## src/rtl/mem_access_stage.sv

```systemverilog
// Memory-access pipeline stage: single-beat bus request with ack wait, timeout and misalignment detection.
// ALU ops pass straight through; loads/stores stall the pipe from IDLE through WAIT and retire in DONE.
module mem_access_stage #(
    parameter int ASIZE   = 5,
    parameter int DSIZE   = 32,
    parameter int TIMEOUT = 15
) (
    input  logic             clk,
    input  logic             rst,
    input  logic             valid_in,
    input  logic [ASIZE-1:0] waddr_in,
    input  logic [DSIZE-1:0] aluout_in,
    input  logic [DSIZE-1:0] wdata_in,
    input  logic             wen_in,
    input  logic             memtoreg_in,
    input  logic             memwrite_in,
    input  logic             flush,
    output logic             stall,
    output logic [ASIZE-1:0] waddr_out,
    output logic [DSIZE-1:0] result_out,
    output logic             wen_out,
    output logic             memtoreg_out,
    output logic             mem_req,
    output logic             mem_we,
    output logic [DSIZE-1:0] mem_addr,
    output logic [DSIZE-1:0] mem_wdata,
    input  logic             mem_ack,
    input  logic [DSIZE-1:0] mem_rdata,
    output logic             err_misalign,
    output logic             err_timeout,
    output logic [1:0]       state_dbg
);

    // Bus handshake: mem_req is held high for every WAIT cycle; the transfer
    // completes in the first cycle mem_req & mem_ack are both high. Address,
    // data and direction are registered on entry to WAIT and stay stable.

    typedef enum logic [1:0] {
        IDLE = 2'd0,
        WAIT = 2'd1,
        DONE = 2'd2
    } state_t;

    localparam int CW = 8;

    state_t           state, state_nxt;
    logic [CW-1:0]    cnt;
    logic             kill;
    logic [DSIZE-1:0] rdata_q;
    logic [DSIZE-1:0] addr_q;
    logic [DSIZE-1:0] wdata_q;
    logic             mem_we_q;
    logic [ASIZE-1:0] waddr_q;
    logic             wen_q;
    logic             memtoreg_q;

    logic memop;
    logic misalign;
    logic capture;
    logic timeout_hit;

    assign memop       = valid_in & (memtoreg_in | memwrite_in) & ~flush;
    assign misalign    = memop & (aluout_in[1:0] != 2'b00);
    assign capture     = (state == IDLE) & memop & ~misalign;
    // mem_ack takes priority over an expiring counter in the same cycle
    assign timeout_hit = (state == WAIT) & ~mem_ack & (cnt == CW'(TIMEOUT - 1));

    assign mem_we    = mem_we_q;
    assign mem_addr  = addr_q;
    assign mem_wdata = wdata_q;
    assign state_dbg = state;

    always_ff @(posedge clk) begin
        if (rst) begin
            state      <= IDLE;
            cnt        <= '0;
            kill       <= 1'b0;
            rdata_q    <= '0;
            addr_q     <= '0;
            wdata_q    <= '0;
            mem_we_q   <= 1'b0;
            waddr_q    <= '0;
            wen_q      <= 1'b0;
            memtoreg_q <= 1'b0;
        end else begin
            state <= state_nxt;
            if (capture) begin
                addr_q     <= aluout_in;
                wdata_q    <= wdata_in;
                mem_we_q   <= memwrite_in;
                waddr_q    <= waddr_in;
                wen_q      <= wen_in;
                memtoreg_q <= memtoreg_in;
                cnt        <= '0;
                kill       <= 1'b0;
            end
            if (state == WAIT) begin
                if (mem_ack) begin
                    rdata_q <= mem_rdata;
                end else if (timeout_hit) begin
                    rdata_q <= '0;
                    kill    <= 1'b1;
                end else begin
                    cnt <= cnt + 1'b1;
                end
                // a flush only suppresses writeback; the bus transfer still finishes
                if (flush) begin
                    kill <= 1'b1;
                end
            end
        end
    end

    always_comb begin
        state_nxt    = state;
        stall        = 1'b0;
        mem_req      = 1'b0;
        err_misalign = 1'b0;
        err_timeout  = 1'b0;
        waddr_out    = '0;
        result_out   = '0;
        wen_out      = 1'b0;
        memtoreg_out = 1'b0;

        case (state)
            IDLE: begin
                waddr_out    = waddr_in;
                result_out   = aluout_in;
                memtoreg_out = memtoreg_in;
                wen_out      = valid_in & wen_in & ~flush & ~memop;
                err_misalign = misalign;
                stall        = capture;
                if (capture) begin
                    state_nxt = WAIT;
                end
            end
            WAIT: begin
                mem_req     = 1'b1;
                stall       = 1'b1;
                waddr_out   = waddr_q;
                err_timeout = timeout_hit;
                if (mem_ack | timeout_hit) begin
                    state_nxt = DONE;
                end
            end
            DONE: begin
                waddr_out    = waddr_q;
                memtoreg_out = memtoreg_q;
                wen_out      = wen_q & ~kill & ~flush;
                result_out   = memtoreg_q ? rdata_q : addr_q;
                state_nxt    = IDLE;
            end
            default: begin
                state_nxt = IDLE;
            end
        endcase

        if (rst) begin
            stall        = 1'b0;
            mem_req      = 1'b0;
            err_misalign = 1'b0;
            err_timeout  = 1'b0;
            waddr_out    = '0;
            result_out   = '0;
            wen_out      = 1'b0;
            memtoreg_out = 1'b0;
        end
    end

endmodule
```

## config.mk

```make
export PLATFORM = sky130hd
export DESIGN_NAME = mem_access_stage
export DESIGN_NICKNAME = d
export VERILOG_FILES = /design/src/rtl/mem_access_stage.sv
export SDC_FILE = /design/constraint.sdc
export NUM_CORES = 1
export LEC_CHECK = 0
export BUFFER_PORTS_ARGS = -buffer_cell sky130_fd_sc_hd__buf_2
export CAP_MARGIN = 0
export CELL_PAD_IN_SITES_DETAIL_PLACEMENT = 1
export CELL_PAD_IN_SITES_GLOBAL_PLACEMENT = 1
export CORE_ASPECT_RATIO = 0.75
export CORE_UTILIZATION = 30
export CTS_CLUSTER_DIAMETER = 120
export DETAILED_ROUTE_END_ITERATION = 10
export PLACE_DENSITY = 0.76
export SYNTH_ARGS = -nofsm -noshare
export SYNTH_HDL_FRONTEND = slang
export SYNTH_SLANG_ARGS = --single-unit
```

## constraint.sdc

```tcl
create_clock -name clk -period 1.7 [get_ports clk]
set_input_delay 0.17 -clock clk [delete_from_list [all_inputs] [get_ports clk]]
set_output_delay 0.17 -clock clk [all_outputs]
set_load 0.02 [all_outputs]
```

==> flow_summary.toml, run 1 <==
[outcome]
outcome = "complete, but fails checks"
failed_checks = "setup timing"

[synth]
ys_seq_area_share_pct = 45.9
synth_nets = 720
yosys_warnings = 0
synth_edf_count = 0
synthDistinctLibCells = 41
netlist_area_sq_mm = 0.00501
ys.flop_type = "dfxtp_1"
netlist_instances = 603
ys_seq_elements = 115
async_reset_ff_share_pct = 0
avgSynthCellArea_sq_um = 8.31

[routing]
vias = 6139
drc = 0
vias_per_cell = 5.35
wl_per_cell_microns = 23.8
ant_nets = 0
first_pass_iters = 4
drt_wl_total_mm = 27.3
drtIter0Drc = 275

[timing]
fin_skew_ns = 0.0183
tightestPinTransition_ns = 0.973
fin_ws_ns = -0.449
setup_violations = 157
hold_viol = 0
maxSlewHeadroom_pct = 35.0
period_share_pct = 126
post-route-min-period_ns = 2.15
fmax_mhz = 465
slew_viol_final = 0
rsz0062_at_grt = "true"

[die]
num_rows = 40
die_w_microns = 151
ios = 219
start_util_pct = 31.0
placeableCoreArea_sq_mm = 0.0162
die_height_microns = 114
fp.dieArea_sq_mm = 0.0172

[power_and_ir_drop]
pwr-share-comb_pct = 29.6
power.leakage_nw = 3.87
p_clk_share_pct = 39.7
ir_drop_uv = 622
p_per_area_mw_per_mm2 = 1040
power.internal_mw = 6.54
netSwitchingFraction_pct = 31.8
power_frac_seq_pct = 30.7
p_switching_mw = 3.04

[clock_network]
cts.clk_slew.worst_paths_ns = 0.06
htreeDepth = 4
clkLatencyLatePin_ns = 0.43
clockBufferDepth = 2
cts-root-buf = "clkbuf_16"
cts_buffers = 17
cts_sinks = 115
cts_tree = "built"

[placement]
place_congestion = 0.793
dp_cells = 1018
placed_area_sq_mm = 0.00666
port_buffers = 218
hpwl_mm = 12.7

[final_layout]
drive_gt1_share_pct = 47.9
final_area_sq_mm = 0.00925
mostFrequentLayoutCells = "buf_2, nand2_1, dfxtp_1"
multi_input_area_sq_mm = 0.00316
fillers = 1814
stdcell_count = 1148
seqCellArea_sq_mm = 0.00231
synthToLayoutAreaGrowth_pct = 84.6
finalNetCount = 1041
mostFrequentLayoutCell = "buf_2"

[worst_setup_path]
path_class = "reg -> out"
reg2reg_depth = 8
arrival_ns = 1.98
critPathCaptureType = "primary output"
worst-endpoint-required_ns = 1.53
path_max_fanout = 5
worst_setup_path_start_kind = "flip-flop"

[flow_run]
cap_violations = 0

[min_path]
hold_path_depth = 3
hp-class = "in -> reg"

[grt]
grt_max_degree = 41
grt.total_usage_pct = 28.2
overflow = 0
grt_pass1_wl_mm = 36.4
antenna_found_initial = 2
grt_pass1_vias = 6516
==> worst paths after layout <==
path | from | endpoint | slack, ns
max reg2reg | cnt[0]$_SDFF_PP0_ | cnt[7]$_SDFF_PP0_ | -0.41
max | state_dbg[1]$_SDFFE_PP0P_ | err_misalign | -0.45
min reg2reg | mem_wdata[9]$_SDFFE_PP0P_ | mem_wdata[9]$_SDFFE_PP0P_ | 0.45
min | wdata_in[6] | mem_wdata[6]$_SDFFE_PP0P_ | 0.009
==> critical path: stages (launching register included) <==
cell	delay, ns
dfxtp_2	0.33
inv_2	0.06
buf_6	0.10
ha_4	0.15
nor2b_4	0.24
buf_6	0.13
buf_8	0.13
nor3b_4	0.24
buf_6	0.17
==> sequential cells by signal, summed over array words and instances (netlist names) <==
| name | count |
|---|---|
| state_dbg | 2 |
| mem_we | 1 |
| memtoreg_q | 1 |
| cnt | 8 |
| kill | 1 |
| wen_q | 1 |
| rdata_q | 32 |
| waddr_q | 5 |
| mem_wdata | 32 |
| mem_addr | 32 |
==> layer usage <==
metal / track usage (%) / wire [microns] / vias up
met3: 8.04 / 1790 / 86
li1: - / - / 2746
met2: 49.4 / 13800 / 270
met4: 14.3 / 1250 / 0
met5: 0 / 0 / -
met1: 31.0 / 10500 / 3037
==> cell type report <==
cell class	instances	share of cell area, %
inverters	6	0.270
clock buffers	19	4.90
multi-input cells	433	34.1
clock inverters	12	1.68
flip-flops and latches	115	24.9
well taps	210	2.84
repair buffers	351	31.2
diodes	2	0.0541
==> synthesized netlist by cell type, drive strengths merged (2+ instances only) <==
cell | number | area (sq um)
nand3 | 12 | 60.1
o31ai | 2 | 42.5
buf | 13 | 97.6
nand2b | 6 | 37.5
or3 | 3 | 18.8
clkbuf | 36 | 135
a22oi | 5 | 37.5
dfxtp | 115 | 2300
a31oi | 4 | 25.0
nand3b | 2 | 15.0
nor3b | 4 | 30.0
a21oi | 76 | 395
ha | 8 | 100
nor3 | 7 | 35.0
nor2 | 5 | 18.8
nor2b | 4 | 25.0
a22o | 32 | 280
nand2 | 179 | 679
inv | 6 | 22.5
o21ai | 35 | 175
mux2i | 34 | 340
==> power groups by stage <==
stage               clock network, mW  registers [mW]  logic [mW]
floorplan                           0            3.01       0.945
global placement                    0            2.96        1.60
detailed placement                  0            2.97        1.63
CTS                              3.75            2.92        2.45
global route                     3.96            2.95        2.94
finish                           3.81            2.94        2.84
==> cells by family after synthesis <==
| logic type | share of synthesized area [%] |
|---|---|
| fa+ha+maj | 2.00 |
| flops | 45.9 |
| buf+inv | 5.09 |
| compound gates | 20.4 |
| simple gates | 19.8 |
| mux | 6.79 |
==> per-stage QoR <==
stage / setup TNS, ns / worst slack [ns] / hold WS, ns / util (%) / power (mW)
floorplan: -2.64 / -0.119 / 0.295 / - / 3.96
global placement: -6.64 / -0.187 / 0.380 / 41.2 / 4.56
detailed placement: -10.28 / -0.239 / 0.385 / 41.2 / 4.60
CTS: -18.57 / -0.267 / 0.00290 / 54.1 / 9.12
global route: -43.95 / -0.488 / 0.00118 / 57.2 / 9.84
finish: -35.93 / -0.449 / 0.00946 / 57.2 / 9.58
==> timing repair <==
action                                 in CTS  in global routing
setup buffers                              13                  6
gates resized for setup                   163                 75
hold buffers                               70                  0
cloned                                      4                  8
endpoints found under the hold margin      70                  0
pin swaps                                  28                 23
setup endpoints to repair                 129                157
Power figures use the tool's default switching activity.
==> run 2, diff against run 1 <==
Settings changed: ABC_AREA set to 1, PLACE_DENSITY 0.76 to 0.77.
==> run 2 against run 1 <==
The run still ends with setup timing left. Critical endpoint is now err_timeout. Final cell count grew 7.8%. Area after synthesis increased by 4.7%. Highest routed layer unchanged. Cell area down 6.2%. Sequential share of layout area increased by 1.7 points. Largest power group is now combinational logic. Count of clock-buffer cells in the layout rose by 1. Register-to-register slack better by 0.37 ns. Via count down 1.3%.
==> flow_summary.toml, run 2 <==
[outcome]
outcome = "complete, but fails checks"
failed_checks = "setup timing"

[clock_network]
htreeDepth = 4
cts.clk_slew.worst_paths_ns = 0.05
clockBufferDepth = 2
cts_sinks = 115
cts-root-buf = "clkbuf_16"
clkLatencyLatePin_ns = 0.42
cts_buffers = 17
cts_tree = "built"

[die]
num_rows = 41
die_height_microns = 117
ios = 219
fp.dieArea_sq_mm = 0.0180
start_util_pct = 30.9
die_w_microns = 155
placeableCoreArea_sq_mm = 0.0170

[synth]
synth_nets = 841
netlist.area_leader.share_pct = 43.9
async_reset_ff_share_pct = 0
synth_area_leaders = "dfxtp_1, nor2_1, nand2_1, o21ai_0, mux2i_1"
synth_edf_count = 0
ys.flop_type = "dfxtp_1"
yosys_warnings = 0
synthDistinctLibCells = 28
synth_top_area_cell = "dfxtp_1"
ys_seq_elements = 115
netlist_top_cells_count = "nor2_1, dfxtp_1, nand2_1"
ys_seq_area_share_pct = 43.9
netlist_instances = 724
netlist_area_sq_mm = 0.00525
synth_most_common_cell = "nor2_1"
avgSynthCellArea_sq_um = 7.25

[final_layout]
mostFrequentLayoutCell = "buf_2"
fin_util_pct = 51.1
num_antenna_cells = 0
drive_gt1_share_pct = 38.9
synthToLayoutAreaGrowth_pct = 65.3
finalNetCount = 1106
stdcell_count = 1237
mostFrequentLayoutCells = "buf_2, nor2_1, dfxtp_1"

[min_path]
hold_path_depth = 3
hp-class = "in -> reg"

[routing]
wl_per_cell_microns = 18.5
first_pass_iters = 4
vias_per_cell = 4.90
drc = 0
ant_nets = 0
drtIter0Drc = 337
vias = 6059
drt_wl_total_mm = 22.9

[grt]
grt_max_degree = 58
grt.total_usage_pct = 23.7
overflow = 0
antenna_found_initial = 0
grt_pass1_vias = 6077
grt_pass1_wl_mm = 32.7

[power_and_ir_drop]
netSwitchingFraction_pct = 34.2
pwr-share-comb_pct = 37.8
power.internal_mw = 7.12
power_frac_seq_pct = 28.4
power.leakage_nw = 3.72
p_switching_mw = 3.70
p_per_area_mw_per_mm2 = 1250
total_power_mw = 10.8
ir_drop_uv = 609
p_clk_share_pct = 33.8

[timing]
hold_viol = 0
period_share_pct = 111
setup_violations = 47
fmax_mhz = 529
setup_tns_ns = -5.00
fin_ws_ns = -0.190
slew_viol_final = 0
fin_skew_ns = 0.00802
tightestPinTransition_ns = 0.344
post-route-min-period_ns = 1.89
rsz0062_at_grt = "true"
maxSlewHeadroom_pct = 77.1

[placement]
hpwl_mm = 13.1
dp_cells = 1148
port_buffers = 218
place_congestion = 0.751

[worst_setup_path]
reg2reg_depth = 11
arrival_ns = 1.72
worst_setup_path_start_kind = "flip-flop"
path_max_fanout = 4
path_class = "reg -> out"
worst-endpoint-required_ns = 1.53
critPathCaptureType = "primary output"

[flow_run]
cap_violations = 0
run 2: changes by cell type after synthesis, moves of 8 or more:
cell      previous run  this run
o21ai_0             35        79
a21oi_1             74        45
nand3_1             12        38
a22o_1              32         0
inv_1                6        21
clkbuf_1            36        19
nor2_1               5       170
nand2_1            178       114
buf_2                3        19
o21ai_1              0        23
mux2i_1             34        26
run 2: through the flow:
stage / worst slack [ns] / hold slack [ns] / area, sq um
detailed placement: 0.0441 / 0.418 / 6630
finish: -0.190 / 0.00790 / 8670
floorplan: -0.0551 / 0.305 / 5250
global placement: 0.111 / 0.409 / 6630
CTS: -0.168 / 0.00162 / 8250
global route: -0.255 / 0.0104 / 8670
run 2: kinds of logic (layout without fill, tap and decap cells):
family,count (synthesis),in the layout,synth area share (%)
adders and majority gates,8,8,1.91
AOI/OAI and AO/OA,156,156,15.5
muxes,26,26,4.96
buffers and inverters,75,352,7.32
DFF,115,115,43.9
and+or+nand+nor,344,344,26.5
run 2: repair_timing:
action / CTS / global route
endpoints found under the setup margin: 43 / 117
pin swaps: 18 / 28
hold endpoints to repair: 26 / 0
hold buffers: 26 / 0
setup buffers: 12 / 8
gates resized for setup: 168 / 71
gates cloned: 5 / 8
run 2: path summary, 6_finish.rpt:
| path | start | endpoint | slack, ns |
|---|---|---|---|
| worst max register to register | state_dbg[1]$_SDFFE_PP0P_ | mem_addr[5]$_SDFFE_PP0P_ | -0.04 |
| worst min register to register | rdata_q[21]$_SDFFE_PP0P_ | rdata_q[21]$_SDFFE_PP0P_ | 0.47 |
| worst min-delay path | mem_rdata[8] | rdata_q[8]$_SDFFE_PP0P_ | 0.008 |
| worst max-delay path | state_dbg[0]$_SDFFE_PP0P_ | err_timeout | -0.19 |
run 2: worst max-delay path: stages (launching register included):
cell,delay (ns)
dfxtp_4,0.38
buf_6,0.13
ha_4,0.16
inv_4,0.05
nor3_4,0.11
nand4_1,0.14
nor2_1,0.16
buf_4,0.17
run 2: power by group through the flow:
stage	sequential (mW)	clock, mW	combinational [mW]
5_1_grt	3.09	3.85	4.36
3_5_place_dp	3.08	0	2.49
2_1_floorplan	3.17	0	1.40
6_report	3.07	3.66	4.09
3_3_place_gp	3.07	0	2.44
4_1_cts	3.06	3.71	3.76
run 2: layout make-up:
type                            instances  area (sq um)
Clock buffer                           20           457
Clock inverter                         11           135
Fill cell                            2064          8310
Inverter                               24           105
Multi-Input combinational cell        534          3020
Sequential cell                       115          2310
Tap cell                              236           295
Timing Repair Buffer                  297          2350
run 2: metal layers:
metal / up-vias / part of all wire, % / GRT usage, %
met4: 0 / 2.0 / 7.92
met5: - / 0 / 0
met1: 2916 / 43 / 28.5
li1: 2919 / - / -
met3: 29 / 5.5 / 5.86
met2: 195 / 49 / 41.9
